**src/rtl/ula_serial_ctrl.sv**
```systemverilog
// ula_serial_ctrl: bit-serial sequencer for a single external 1-bit ALU slice.
// Operands are streamed LSB-first into the slice, one bit per cycle, with the
// slice carry-out fed back as the next carry-in. After W cycles the assembled
// result and the ZERO/OVERFLOW/CARRYOUT flags are presented with a DONE pulse.
module ula_serial_ctrl #(
    parameter int W = 8
) (
    input  logic         CLK,
    input  logic         RESET,
    input  logic         START,
    input  logic [W-1:0] OPA,
    input  logic [W-1:0] OPB,
    input  logic [3:0]   ALUCTL,
    output logic         BUSY,
    output logic         DONE,
    output logic [W-1:0] RESULT,
    output logic         ZERO,
    output logic         OVERFLOW,
    output logic         CARRYOUT,
    output logic         SL_A,
    output logic         SL_B,
    output logic         SL_AIN,
    output logic         SL_BIN,
    output logic         SL_CIN,
    output logic         SL_LESS,
    output logic [1:0]   SL_OPERATION,
    input  logic         SL_RESULT,
    input  logic         SL_COUT
);

    localparam int IW = (W > 1) ? $clog2(W) : 1;
    localparam logic [IW-1:0] LAST_IDX = IW'(W - 1);
    localparam logic [IW-1:0] IDX_ONE  = IW'(1);
    localparam logic [IW-1:0] IDX_ZERO = IW'(0);

    typedef enum logic [0:0] {
        ST_IDLE = 1'b0,
        ST_RUN  = 1'b1
    } state_t;

    state_t         state_r;
    state_t         state_next_s;
    logic           accept_s;
    logic           last_s;

    logic [W-1:0]   a_r;
    logic [W-1:0]   b_r;
    logic [3:0]     ctl_r;
    logic [IW-1:0]  idx_r;
    logic           carry_r;
    logic [W-1:0]   res_r;

    logic [W-1:0]   result_r;
    logic           zero_r;
    logic           ovf_r;
    logic           cout_r;
    logic           done_r;

    logic [W-1:0]   res_shift_s;
    logic [W-1:0]   result_next_s;
    logic           ovf_bit_s;
    logic           set_s;
    logic           add_op_s;
    logic           slt_op_s;

    // Next-state decode: accept in IDLE on START, leave RUN after the last bit.
    always_comb begin
        state_next_s = state_r;
        accept_s     = 1'b0;
        last_s       = 1'b0;
        case (state_r)
            ST_IDLE: begin
                if (START) begin
                    accept_s     = 1'b1;
                    state_next_s = ST_RUN;
                end else begin
                    state_next_s = ST_IDLE;
                end
            end
            ST_RUN: begin
                if (idx_r == LAST_IDX) begin
                    last_s       = 1'b1;
                    state_next_s = ST_IDLE;
                end else begin
                    state_next_s = ST_RUN;
                end
            end
            default: begin
                state_next_s = ST_IDLE;
            end
        endcase
    end

    // Result assembly: shifted partial result, or the overflow-corrected sign for SLT.
    always_comb begin
        res_shift_s   = {SL_RESULT, res_r[W-1:1]};
        ovf_bit_s     = carry_r ^ SL_COUT;
        set_s         = SL_RESULT ^ ovf_bit_s;
        add_op_s      = ctl_r[1];
        slt_op_s      = (ctl_r[1:0] == 2'b11);
        result_next_s = res_shift_s;
        if (slt_op_s) begin
            result_next_s = {{(W-1){1'b0}}, set_s};
        end else begin
            result_next_s = res_shift_s;
        end
    end

    // Slice drive: current operand bits and latched controls in RUN, all zero in IDLE.
    always_comb begin
        SL_A         = 1'b0;
        SL_B         = 1'b0;
        SL_AIN       = 1'b0;
        SL_BIN       = 1'b0;
        SL_CIN       = 1'b0;
        SL_OPERATION = 2'b00;
        if (state_r == ST_RUN) begin
            SL_A   = a_r[idx_r];
            SL_B   = b_r[idx_r];
            SL_AIN = ctl_r[3];
            SL_BIN = ctl_r[2];
            SL_CIN = carry_r;
            // The slice LESS path is unused: SLT runs the adder and fixes the sign here.
            if (ctl_r[1:0] == 2'b11) begin
                SL_OPERATION = 2'b10;
            end else begin
                SL_OPERATION = ctl_r[1:0];
            end
        end else begin
            SL_OPERATION = 2'b00;
        end
    end

    // State register.
    always_ff @(posedge CLK) begin
        if (RESET) begin
            state_r <= ST_IDLE;
        end else begin
            state_r <= state_next_s;
        end
    end

    // Operand latch and per-bit sequencing (carry feedback, result shift, bit index).
    always_ff @(posedge CLK) begin
        if (RESET) begin
            a_r     <= {W{1'b0}};
            b_r     <= {W{1'b0}};
            ctl_r   <= 4'b0000;
            idx_r   <= IDX_ZERO;
            carry_r <= 1'b0;
            res_r   <= {W{1'b0}};
        end else if (accept_s) begin
            a_r     <= OPA;
            b_r     <= OPB;
            ctl_r   <= ALUCTL;
            idx_r   <= IDX_ZERO;
            carry_r <= ALUCTL[2];
            res_r   <= {W{1'b0}};
        end else if (state_r == ST_RUN) begin
            carry_r <= SL_COUT;
            res_r   <= res_shift_s;
            idx_r   <= idx_r + IDX_ONE;
        end else begin
            carry_r <= carry_r;
        end
    end

    // Output registers: result and flags update only on the last bit; DONE pulses once.
    always_ff @(posedge CLK) begin
        if (RESET) begin
            result_r <= {W{1'b0}};
            zero_r   <= 1'b0;
            ovf_r    <= 1'b0;
            cout_r   <= 1'b0;
            done_r   <= 1'b0;
        end else if (last_s) begin
            done_r   <= 1'b1;
            result_r <= result_next_s;
            zero_r   <= (result_next_s == {W{1'b0}});
            if (add_op_s) begin
                ovf_r  <= ovf_bit_s;
                cout_r <= SL_COUT;
            end else begin
                ovf_r  <= 1'b0;
                cout_r <= 1'b0;
            end
        end else begin
            done_r <= 1'b0;
        end
    end

    assign BUSY     = (state_r == ST_RUN);
    assign DONE     = done_r;
    assign RESULT   = result_r;
    assign ZERO     = zero_r;
    assign OVERFLOW = ovf_r;
    assign CARRYOUT = cout_r;
    assign SL_LESS  = 1'b0;

endmodule

```
**config.mk**
```make
export PLATFORM = sky130hd
export DESIGN_NAME = ula_serial_ctrl
export DESIGN_NICKNAME = d
export VERILOG_FILES = /design/src/rtl/ula_serial_ctrl.sv
export SDC_FILE = /design/constraint.sdc
export NUM_CORES = 1
export LEC_CHECK = 0
export BUFFER_PORTS_ARGS = -buffer_cell sky130_fd_sc_hd__buf_4
export CORE_MARGIN = 3
export CORE_UTILIZATION = 51
export CTS_CLUSTER_SIZE = 14
export DETAILED_ROUTE_END_ITERATION = 10
export PLACE_DENSITY_LB_ADDON = 0.2
export RECOVER_POWER = 100
export SLEW_MARGIN = 0
export SYNTH_ARGS = -nofsm -noshare
export SYNTH_HDL_FRONTEND = slang
export SYNTH_SLANG_ARGS = --single-unit
```
**constraint.sdc**
```tcl
create_clock -name CLK -period 1.7 [get_ports CLK]
set_input_delay 0.17 -clock CLK [delete_from_list [all_inputs] [get_ports CLK]]
set_output_delay 0.17 -clock CLK [all_outputs]
set_load 0.005 [all_outputs]
```
# Yosys cells after proc, flatten, opt, wreduce, memory -nomap -nowiden
# Cells that the tools add are included.
[word_totals]
elab_cells = 45
out_inout_bits = 21
register_bits = 45
input_bits = 25
[classes]
mux = 23
n_bitwise = 3
n_addsub = 1
n_lt_le_gt_ge = 1
n_reduce_logical = 3
eq_ne = 2
[ops]
columns = ["op", "count"]
rows = [
  ["$mux W1", 17],
  ["$logic_not A8 Y1", 1],
  ["$mux W8", 1],
  ["$bmux W1 S3", 2],
  ["$lt A3 B4 Y1 const B", 1],
  ["$mux W2", 2],
  ["$add A3 B1 Y3 const B", 1],
  ["$eq A3 B3 Y1 const B", 1],
  ["$eq A2 B2 Y1 const B", 1],
  ["$pmux W1 S2", 1],
  ["$reduce_bool A2 Y1", 1],
  ["$reduce_or A2 Y1", 1],
  ["$xor A1 B1 Y1", 2],
  ["$not A1 Y1", 1],
]

# Logic depth before layout (Yosys ltp)
# Gate-level depths: netlist of the first run.
[logic_depth]
ltp_word = 4
depth_mapped = 6
mapped_depth_nobuf = 6

# Worst setup path after synthesis of the first run
# No wires, ideal clock.
[synth_path]
kind = "flip-flop to flip-flop"
startpoint = "register idx_r[0]"
endpoint = "register result_r[0] (netlist: RESULT[0])"
period_less_slack_ns = 1.392
arrival_time_ns = 1.307
t_required_ns = 1.614
stages_incl_launch_ff = 7
setup_ns = 0.086
setup_slack_ns = 0.308
cell_sequence = "dfxtp_1 > ha_1 > ha_1 > nand2_1 > buf_2 > a21oi_1 > a211oi_1"
[synth_between]
elab_chain_len = 3
[synth_lines]
columns = ["item", "line_no", "rtl"]
rows = [
  ["start, declared", "49", "logic [IW-1:0] idx_r;"],
  ["start signal, assigned", "162", "idx_r <= idx_r + IDX_ONE;"],
  ["$eq A3 B3 Y1", "81", "if (idx_r == LAST_IDX) begin"],
  ["$mux W1", "81", ""],
  ["$mux W1", "71", "case (state_r)"],
  ["end signal, assigned", "171", "result_r <= {W{1'b0}};"],
  ["end signal, assigned", "178", "result_r <= result_next_s;"],
  ["end, declared", "53", "logic [W-1:0] result_r;"],
]
# Every way passes these cells.
# A chain may end at the register's enable or synchronous reset.

# Final worst setup path of the first run
[layout_path]
startpoint = "register idx_r[1]"
endpoint = "output SL_A"
[layout_between]
elab_chain_len = 3
[layout_lines]
columns = ["item", "line_no", "rtl"]
rows = [
  ["$bmux W1 S3", "118", "SL_A = a_r[idx_r];"],
  ["$mux W1 (implied by the code)", "118", ""],
  ["$mux W1", "117", "if (state_r == ST_RUN) begin"],
  ["end, declared", "20", "output logic SL_A,"],
]
# Every way passes these cells. The select of a mux whose other input is x is not followed.

==> summary.txt, run 1 <==
Timing
  • Fin. Hold Viols: 0
  • RSZ-0062 raised after global routing: true
  • Fin crit period: 1790 ps
  • Final setup fails: 2
  • WHS: 56.3 ps
  • Final worst setup slack: -91.9 ps
  • Layout Skew: 5.47 ps
  • Final worst path period share: 1.05
  • Fmax: 0.558 GHz
  • Fin. max-slew vios: 0

Critical path
  • CP startpoint kind: flip-flop
  • R2r setup slk: 70 ps
  • Critical Path Sink: SL_A
  • Critical Path AT: 1620 ps
  • CP startpoint: idx_r[1]
  • Crit path kind: flip-flop to output port
  • Origin of the critical flop-to-flop path: idx_r[0]
  • Crit-path max FO: 5
  • Worst R2R End: RESULT[0]
  • Required time of the critical path: 1530 ps
  • Crit end category: output port
  • FF-to-FF path depth: 6

Power
  • Int Pwr: 0.00138 W
  • P_leak: 0.935 nW
  • Worst vdd ir: 0.000488 V
  • Net switching power figure: 0.000443 W
  • Clock share of power: 0.282
  • Pwr Total: 0.00182 W
  • PwrDens: 808 nW/um^2
  • Combinational fraction of design power: 0.119
  • Sw Share: 0.243
  • Reg power frac: 0.600

Synthesis
  • Yosys warning count: 0
  • Async S/R FF share, synth: 0
  • Yosys top cell area share: 0.490
  • Seq/Total Area, Yosys: 0.490
  • Number of flops mapped to enable cells by yosys: 0
  • Most common cell in the netlist: nand2_1
  • Synthesized flop and latch total: 44
  • Synthesized area per cell: 8.86 sq um
  • Main synth FF type: dfxtp_1
  • Unique cell type count in the Yosys netlist: 26
  • Post-Synthesis Cells: 203
  • Syn_nets: 230
  • Commonest cells post-synth: nand2_1, dfxtp_1, a21oi_1, nor2_1, mux2i_1
  • Synth area leader: dfxtp_1
  • Synth area leaders: dfxtp_1, nand2_1, a21oi_1
  • Netlist Area Pre-Place: 1800 sq um

Routing
  • Vias/cell: 5.15
  • Drt first-iter violations: 98
  • DRC viols: 0
  • Post-DRT Antenna Nets: 0
  • Detailed Route WL: 3700 um
  • Vias: 1515
  • DR WL/cell: 12.6 um
  • DR pass1 iterations: 4

CTS
  • Hold Buf Count CTS: 0
  • CTS Buffer Depth: 2
  • CTS root buf: clkbuf_4
  • Clock transition at the registers of the reported paths: 120 ps
  • Total CTS buffers: 5
  • Clock latency on the worst-skew pair: 340 ps
  • CTS tree: yes
  • Clk sinks: 44
  • Post-CTS setup buffer count: 0
  • Number of H-tree levels: 2

Die
  • Die area: 4270 sq um
  • Num rows: 20
  • Starting density of the core: 0.561
  • Die X: 65.4 um
  • Die Y: 65.4 um
  • IO Count: 46
  • Core area: 3200 sq um

Placement
  • Placed Instances: 286
  • Port bufs: 44
  • Detail Placement HPWL: 2670 um
  • GP Congestion: 0.793

Layout
  • Sequential standard cell area: 882 sq um
  • Share of cells above drive strength 1: 0.272
  • Area of the multi-input gates: 863 sq um
  • Non-filler cells in the finished layout: 294
  • Layout fillers: 277
  • Final #Nets: 276
  • Area growth syn-to-layout: 25.5%
  • Ant. Diodes: 0

Global route
  • Vias in the first global route: 1420
  • First-pass GRT wire length: 6460 um
  • Gr usage total: 0.193
  • GR Overflow Total: 0
  • Initial antenna violation count: 0
  • Pin count of the biggest net entering global routing: 25

Hold path
  • Path type of the worst min-delay path: input pin to flip-flop
  • Hold_sp: OPB[1]

Flow run
  • Max-Cap Viols: 0

Outcome
  • Status: complete, but fails checks
  • Violated checks: negative setup slack
how the worst min path moves through the flow:
stage	end	slack, ps	cells past startpoint
finish	b_r[1]	60	3
global route	ctl_r[3]	40	3
CTS	b_r[3]	50	3
detailed placement	b_r[3]	430	3
global placement	a_r[4]	420	3
floorplan	a_r[0]	310	2
registers in the layout (all words and copies together), names as in the netlist, 3 cells and up:
register / count
RESULT: 8
a_r: 8
b_r: 8
res_r: 7
ctl_r: 4
idx_r: 3
cell families after synthesis:
group	synth area share
simple gates	0.207
compound gates	0.125
xor+xnor	0.0195
mux	0.106
flops	0.490
other cells	0.00209
buf+inv	0.0369
fa+ha+maj	0.0139
layer usage:
metal  routed length (um)  part of all wire  track usage  up-vias
met1                 1790              0.48        0.258      699
met5                    0                 0            0        -
met2                 1700              0.46        0.300       40
li1                     -                 -            -      776
met4                    0                 0       0.0492        0
met3                  214             0.058       0.0650        0
repair_timing:
item / 4_1_cts / 5_1_grt
hold endpoints to repair: 0 / 0
gates resized for setup: 2 / 2
pin swaps: 0 / 1
endpoints found under the setup margin: 2 / 5
critical path, stage by stage (launching register included):
cell and delay, ps:
dfxtp_2 360, buf_6 130, mux4_2 500, nand3b_1 100
nand2_1 60, buf_4 130
per-stage QoR:
step | area [sq um] | worst slack (ps) | utilization | TNS (ps)
floorplan | 1800 | 308 | - | 0
global placement | 2190 | 264 | 0.684 | 0
detailed placement | 2190 | 223 | 0.684 | 0
CTS | 2260 | -106 | 0.704 | -207
global route | 2260 | -188 | 0.705 | -449
finish | 2260 | -91.9 | 0.705 | -163
power by group through the flow:
stage               Clock [W]  Combinational (W)  Sequential (W)
floorplan                   0           0.000135         0.00111
global placement            0           0.000219         0.00111
detailed placement          0           0.000220         0.00112
CTS                  0.000528           0.000222         0.00109
global route         0.000568           0.000243         0.00110
finish               0.000514           0.000216         0.00109
layout by cell type (no fill, tap or decap), drive strengths merged, types with 2 or more instances in the layout:
master,n
a21oi,27
nand3b,2
clkbuf,29
dfxtp,44
nand2,46
mux4,4
buf,33
nor2,23
a22oi,7
and2,4
mux2i,10
xnor2,4
ha,2
nand3,3
nand2b,3
layout make-up:
cell class / count / share of cell area
multi-input combinational: 144 / 0.382
timing repair buffer: 54 / 0.176
tap: 44 / 0.0244
clock buffer: 8 / 0.0261
sequential: 44 / 0.391
No activity file was read; power rests on OpenSTA's default activity.
==> run 2: changes to the inputs <==
--- a/config.mk
+++ b/config.mk
@@ -5,10 +5,11 @@
 export SDC_FILE = /design/constraint.sdc
 export NUM_CORES = 1
 export LEC_CHECK = 0
+export ABC_AREA = 1
 export BUFFER_PORTS_ARGS = -buffer_cell sky130_fd_sc_hd__buf_4
 export CORE_MARGIN = 3
-export CORE_UTILIZATION = 51
-export CTS_CLUSTER_SIZE = 14
+export CORE_UTILIZATION = 52
+export CTS_CLUSTER_SIZE = 28
 export DETAILED_ROUTE_END_ITERATION = 10
 export PLACE_DENSITY_LB_ADDON = 0.2
 export RECOVER_POWER = 100
==> run 2 against run 1 <==
Against the previous run:
- the flow now finishes without violations
- via count increased by 16%
- clock skew rose by 3.3 ps
- final cell count increased by 18%
- total power is 7.8% higher
- critical endpoint is now SL_B
==> summary.txt, run 2 <==
Outcome
  • Status: complete, no violations

Routing
  • Top sig layer: met4
  • DR pass1 iterations: 4 (unchanged)
  • Met2 wire length: 1800 um (+6.2%)
  • Metal3 WL: 287 um (+34%)
  • DR WL/cell: 11.6 um (-8.1%)
  • Post-DRT Antenna Nets: 0 (unchanged)
  • Detailed Route WL: 4020 um (+8.5%)
  • DRC viols: 0 (unchanged)
  • Vias: 1750 (+16%)
  • Vias/cell: 5.04 (-2.1%)
  • Wl on met1: 1910 um (+6.3%)
  • Drt first-iter violations: 150 (+53%)

Die
  • Die X: 65.9 um (+0.73%)
  • Num rows: 21 (+5.0%)
  • Core area: 3390 sq um (+5.8%)
  • IO Count: 46 (unchanged)
  • Die Y: 65.9 um (+0.73%)
  • Starting density of the core: 0.550 (-0.0117)
  • Die area: 4340 sq um (+1.5%)

Layout
  • Share of cells above drive strength 1: 0.209 (-0.0627)
  • Ant. Diodes: 0 (unchanged)
  • Final Core Density: 0.671 (-0.0332)
  • Layout fillers: 295 (+6.5%)
  • Area growth syn-to-layout: 22.2%
  • Commonest non-fill, non-tap cell in the layout: nor2_1
  • Most frequent cells in the layout: nor2_1, nand2_1, dfxtp_1
  • Final #Nets: 327 (+18%)

Synthesis
  • Synthesized flop and latch total: 44 (unchanged)
  • Synth Area in Compound Gates: 0.165 (+0.0400)
  • Number of flops mapped to enable cells by yosys: 0 (unchanged)
  • Synthesized-area fraction occupied by adder cells: 0.0134 (-0.000486)
  • Yosys warning count: 0 (unchanged)
  • Main synth FF type: dfxtp_1
  • Async S/R FF share, synth: 0 (unchanged)
  • Post-Synth XOR/XNOR Area: 0 (-0.0195)
  • Synthesized area per cell: 7.36 sq um (-17%)
  • Synth Area in Simple Gates: 0.267 (+0.0599)
  • Unique cell type count in the Yosys netlist: 24 (-7.7%)
  • Synth area leader: dfxtp_1
  • Netlist Area Pre-Place: 1860 sq um (+3.6%)
  • Mux cell area share after synthesis: 0 (-0.106)
  • Synth area leaders: dfxtp_1, nor2_1, nand2_1
  • Largest family of logic cells by synthesized area: simple AND/OR/NAND/NOR gates
  • Commonest cells post-synth: nor2_1, nand2_1, dfxtp_1, o21ai_0, a21oi_1
  • Post-Synthesis Cells: 253 (+25%)
  • Yosys top cell area share: 0.473 (-0.0171)
  • Syn_nets: 280 (+22%)
  • Most common cell in the netlist: nor2_1
  • Seq/Total Area, Yosys: 0.473 (-0.0171)

Timing
  • Fmax: 0.593 GHz (+6.3%)
  • RSZ-0062 raised after global routing: true
  • Fin. Hold Viols: 0 (unchanged)
  • Fin. max-slew vios: 0 (unchanged)
  • Final setup fails: 0 (-2)
  • Layout Skew: 8.73 ps (+3.26 ps)
  • Fin crit period: 1690 ps (-106 ps)
  • Final worst path period share: 0.992 (-0.0624)
  • WHS: 40.9 ps (-15.4 ps)

Critical path
  • CP top delay family: buffers and inverters
  • CP startpoint kind: flip-flop
  • Required time of the critical path: 1530 ps (about the same)
  • Crit path kind: flip-flop to output port
  • Crit-path max cell delay: 370 ps (-130 ps)
  • CP cell instances: buf_8 -> clkinvlp_4 -> o21ai_0 -> nand3_1 -> nand2_1 -> nor2_1 -> buf_4
  • Crit-path max FO: 11 (+6)
  • Crit end category: output port
  • CP max stage cell: dfxtp_2
  • Worst Path Buf+Inv: 3 (+1)
  • Critical Path AT: 1520 ps (-100 ps)

CTS
  • CTS tree: yes
  • Clock latency on the worst-skew pair: 340 ps (about the same)
  • CTS Buffer Depth: 2 (unchanged)
  • CTS root buf: clkbuf_4
  • Number of H-tree levels: 2 (unchanged)
  • Hold Buf Count CTS: 0 (unchanged)
  • Total CTS buffers: 5 (unchanged)
  • Clock transition at the registers of the reported paths: 130 ps (about the same)
  • Clk sinks: 44 (unchanged)

Placement
  • Detail Placement HPWL: 2820 um (+5.6%)
  • GP Congestion: 0.787 (-0.81%)
  • Port bufs: 44 (unchanged)

Power
  • P_leak: 1.03 nW (+10%)
  • Sw Share: 0.244 (+0.00140)
  • Reg power frac: 0.561 (-0.039)
  • Int Pwr: 0.00149 W (+7.6%)
  • Worst vdd ir: 0.000592 V (+21%)
  • Clock share of power: 0.320 (+0.038)
  • Net switching power figure: 0.000480 W (+8.4%)
  • PwrDens: 864 nW/um^2 (+6.9%)
  • Combinational fraction of design power: 0.119 (about the same)

Global route
  • Vias in the first global route: 1538 (+8.3%)
  • First-pass GRT wire length: 6930 um (+7.3%)
  • Initial antenna violation count: 0 (unchanged)
  • Pin count of the biggest net entering global routing: 24 (-4.0%)
  • Gr usage total: 0.205 (+0.0116)
  • GR Overflow Total: 0 (unchanged)

Flow run
  • Max-Cap Viols: 0 (unchanged)

Hold path
  • Path type of the worst min-delay path: input pin to flip-flop
==> run 2: final cells by class <==
| type | count | area [sq um] | share of cell area |
|---|---|---|---|
| clock buffers | 6 | 41.3 | 0.0181 |
| clock inverters | 2 | 35.0 | 0.0154 |
| inverters | 17 | 67.6 | 0.0297 |
| multi-input cells | 181 | 813 | 0.357 |
| flip-flops and latches | 44 | 882 | 0.388 |
| well taps | 46 | 57.6 | 0.0253 |
| repair buffers | 50 | 372 | 0.163 |
| repair inverters | 1 | 7.51 | 0.00330 |
==> run 2: per-layer routing <==
layer  global-route usage  vias to the layer above
li1                     -                      906
met1                0.284                      782
met2                0.313                       60
met3               0.0442                        2
met4               0.0699                        0
met5                    0                        -
==> run 2: kinds of logic after synthesis <==
| group | Yosys count |
|---|---|
| AOI/OAI and AO/OA | 56 |
| adders and majority gates | 2 |
| buffers and inverters | 28 |
| DFF | 44 |
| other | 1 |
| and+or+nand+nor | 122 |
==> run 2: worst reg2reg max path, cell delays in order (launching register included) <==
cell and delay (ps):
dfxtp_2 370, ha_1 140, ha_1 200, nand2_2 90, nor2_1 290, inv_1 140, o21ai_0 170
==> run 2: path summary, 6_finish.rpt <==
| path | from | to | slack (ps) | cells after the start |
|---|---|---|---|---|
| hold reg to reg | CARRYOUT | CARRYOUT | 470 | 2 |
| setup reg to reg | idx_r[0] | RESULT[4] | 230 | 6 |
| hold / removal | RESET | ctl_r[2] | 40 | 2 |
| setup / recovery | idx_r[0] | SL_B | 10 | 7 |
==> run 2: power groups by stage <==
| stage | Clock [W] | Combinational [W] | Sequential, W |
|---|---|---|---|
| detailed placement | 0 | 0.000233 | 0.00112 |
| finish | 0.000630 | 0.000234 | 0.00110 |
| global placement | 0 | 0.000230 | 0.00112 |
| floorplan | 0 | 0.000150 | 0.00112 |
| global route | 0.000689 | 0.000269 | 0.00111 |
| CTS | 0.000645 | 0.000239 | 0.00110 |
==> run 2: per-stage QoR <==
step	cells	setup TNS (ps)	power [W]	instance area (sq um)	setup WS, ps
floorplan	253	0	0.00127	1860	368
CTS	347	0	0.00199	2300	1.80
global route	347	-134	0.00206	2280	-74.0
detailed placement	338	0	0.00136	2210	360
global placement	338	0	0.00135	2210	372
finish	347	0	0.00197	2280	14.1
==> run 2: timing repair <==
action	4_1_cts	5_1_grt
gates resized for setup	5	5
endpoints found under the setup margin	2	2
setup buffers	0	0
gates cloned	1	0
==> run 3: changes to the inputs <==
--- a/config.mk
+++ b/config.mk
@@ -6,7 +6,7 @@
 export NUM_CORES = 1
 export LEC_CHECK = 0
 export ABC_AREA = 1
-export BUFFER_PORTS_ARGS = -buffer_cell sky130_fd_sc_hd__buf_4
+export BUFFER_PORTS_ARGS = -buffer_cell sky130_fd_sc_hd__clkbuf_2
 export CORE_MARGIN = 3
 export CORE_UTILIZATION = 52
 export CTS_CLUSTER_SIZE = 28
==> run 3 against run 2 <==
Against the previous run:
- final cell count shrank 0.29%
- non-clock buffer count stayed put
- clock skew down 4.2 ps
- critical path depth decreased by 1
==> summary.txt, run 3 (synthesized netlist as in run 2, its figures left out) <==
Timing
  • Least-Margin Pin Slew: 640 ps
  • RSZ-0062 raised after global routing: true
  • Fin. Hold Viols: 0 (unchanged)
  • Fin crit period: 1620 ps (-61.0 ps)
  • Layout Skew: 4.49 ps (-4.24 ps)
  • Final worst path period share: 0.956 (-0.0359)
  • Fin. max-slew vios: 0 (unchanged)
  • Fmax: 0.615 GHz (+3.8%)
  • Final setup fails: 0 (unchanged)
  • Worst rel slew slack: 0.573

Critical path
  • Worst Path Buf+Inv: 2 (-1)
  • CP startpoint kind: flip-flop
  • Crit-path max FO: 9 (-2)
  • CP top delay family: flip-flops
  • Crit path kind: flip-flop to output port
  • Required time of the critical path: 1530 ps (about the same)
  • CP max stage cell: dfxtp_4
  • Crit-path max cell delay: 420 ps (+50 ps)
  • CP cell instances: clkinvlp_4 -> o21ai_0 -> o21ai_1 -> nor2_1 -> nor2_1 -> buf_2
  • Critical Path AT: 1450 ps (-70 ps)
  • Most used cell, CP: nor2_1
  • Crit end category: output port

Layout
  • Final #Nets: 326 (-0.31%)
  • Share of cells above drive strength 1: 0.207 (-0.00264)
  • Ant. Diodes: 0 (unchanged)
  • Area growth syn-to-layout: 15.9%
  • Non-filler cells in the finished layout: 346 (-0.29%)
  • Most frequent cells in the layout: nor2_1, nand2_1, dfxtp_1
  • Commonest non-fill, non-tap cell in the layout: nor2_1

Global route
  • Pin count of the biggest net entering global routing: 24 (unchanged)
  • Gr usage total: 0.193 (-0.0118)
  • Initial antenna violation count: 0 (unchanged)
  • First-pass GRT wire length: 6500 um (-6.2%)
  • GR Overflow Total: 0 (unchanged)
  • Vias in the first global route: 1468 (-4.6%)

Placement
  • Placed Instances: 337 (-0.30%)
  • Detail Placement HPWL: 2830 um (+0.14%)
  • Port bufs: 44 (unchanged)
  • GP Congestion: 0.829 (+5.4%)

Die
  • Core area: 3390 sq um (unchanged)
  • IO Count: 46 (unchanged)
  • Die X: 65.9 um (unchanged)
  • Num rows: 21 (unchanged)
  • Die Y: 65.9 um (unchanged)
  • Starting density of the core: 0.550 (unchanged)
  • Die area: 4340 sq um (unchanged)

Hold path
  • Path type of the worst min-delay path: input pin to flip-flop

Routing
  • DRC viols: 0 (unchanged)
  • DR WL/cell: 10.9 um (-6.1%)
  • Vias/cell: 4.86 (-3.6%)
  • DR pass1 iterations: 6 (+2)
  • Detailed Route WL: 3760 um (-6.4%)
  • Post-DRT Antenna Nets: 0 (unchanged)
  • Vias: 1682 (-3.9%)
  • Drt first-iter violations: 127 (-15%)

CTS
  • Clock transition at the registers of the reported paths: 120 ps (about the same)
  • Clock latency on the worst-skew pair: 350 ps (about the same)
  • CTS Buffer Depth: 2 (unchanged)
  • Total CTS buffers: 5 (unchanged)
  • CTS root buf: clkbuf_4
  • Clk sinks: 44 (unchanged)
  • Hold Buf Count CTS: 0 (unchanged)
  • Number of H-tree levels: 2 (unchanged)
  • CTS tree: yes

Power
  • Combinational fraction of design power: 0.113 (-0.006)
  • Net switching power figure: 0.000471 W (-2.0%)
  • Worst vdd ir: 0.000488 V (-17%)
  • Sw Share: 0.257 (+0.0122)
  • Reg power frac: 0.603 (+0.042)
  • Clock share of power: 0.284 (-0.036)
  • Int Pwr: 0.00136 W (-8.2%)
  • Pwr Total: 0.00183 W (-6.7%)
  • PwrDens: 849 nW/um^2 (-1.7%)
  • P_leak: 0.981 nW (-5.0%)

Outcome
  • Status: complete, no violations

Flow run
  • Max-Cap Viols: 0 (unchanged)
[run 3: cell types whose count changed in the layout (fill, tap and decap cells not counted), moves of 4 or more]
cell and delta:
clkbuf_2 +33, buf_4 -26, clkbuf_4 -15, clkbuf_1 +7, o21ai_0 -6, o21ai_1 +4
[run 3: metrics by stage]
step / area (sq um) / worst slack (ps) / TNS (ps) / utilization / hold slack (ps)
5_1_grt: 2160 / -29.8 / -66.7 / 0.637 / 25.9
3_5_place_dp: 2090 / 199 / 0 / 0.618 / 397
2_1_floorplan: 1860 / 368 / 0 / - / 239
4_1_cts: 2150 / 25.4 / 0 / 0.635 / 31.9
6_report: 2160 / 75.1 / 0 / 0.637 / 30.1
3_3_place_gp: 2090 / 271 / 0 / 0.618 / 390
[run 3: worst paths after layout]
path,start,to,slack [ps],cells past startpoint
worst max-delay path,idx_r[0],SL_B,80,6
worst min-delay path,OPB[5],b_r[5],30,3
worst max register to register,BUSY,res_r[6],160,4
worst min register to register,ctl_r[2],ctl_r[2],470,2
[run 3: layer usage]
layer,global-route usage,wire length (um),part of all wire
met5,0,0,0
met4,0.0622,51,0.014
met3,0.0442,233,0.062
met2,0.279,1600,0.42
met1,0.281,1880,0.50
[run 3: what timing repair did]
action	in CTS	in global routing
pin swaps	0	1
buffers inserted	0	1
setup endpoints to repair	2	2
resized for setup	1	12
[run 3: area by class of cell]
cell class | count | area (sq um)
Multi-Input combinational cell | 181 | 831
Fill cell | 335 | 1230
Tap cell | 46 | 57.6
Timing Repair Buffer | 50 | 258
Inverter | 17 | 67.6
Clock buffer | 8 | 58.8
Sequential cell | 44 | 887
[run 3: power groups by stage]
stage,combinational (W),sequential [W],clock [W]
after floorplan,0.000150,0.00112,0
after global placement,0.000202,0.00113,0
after detailed placement,0.000204,0.00113,0
after CTS,0.000205,0.00111,0.000524
after global routing,0.000244,0.00111,0.000570
final,0.000207,0.00111,0.000521
[run 3: worst min-delay path, stage by stage]
cell      delay, ps
clkbuf_2         70
nor2_1           30
nor2_1           80
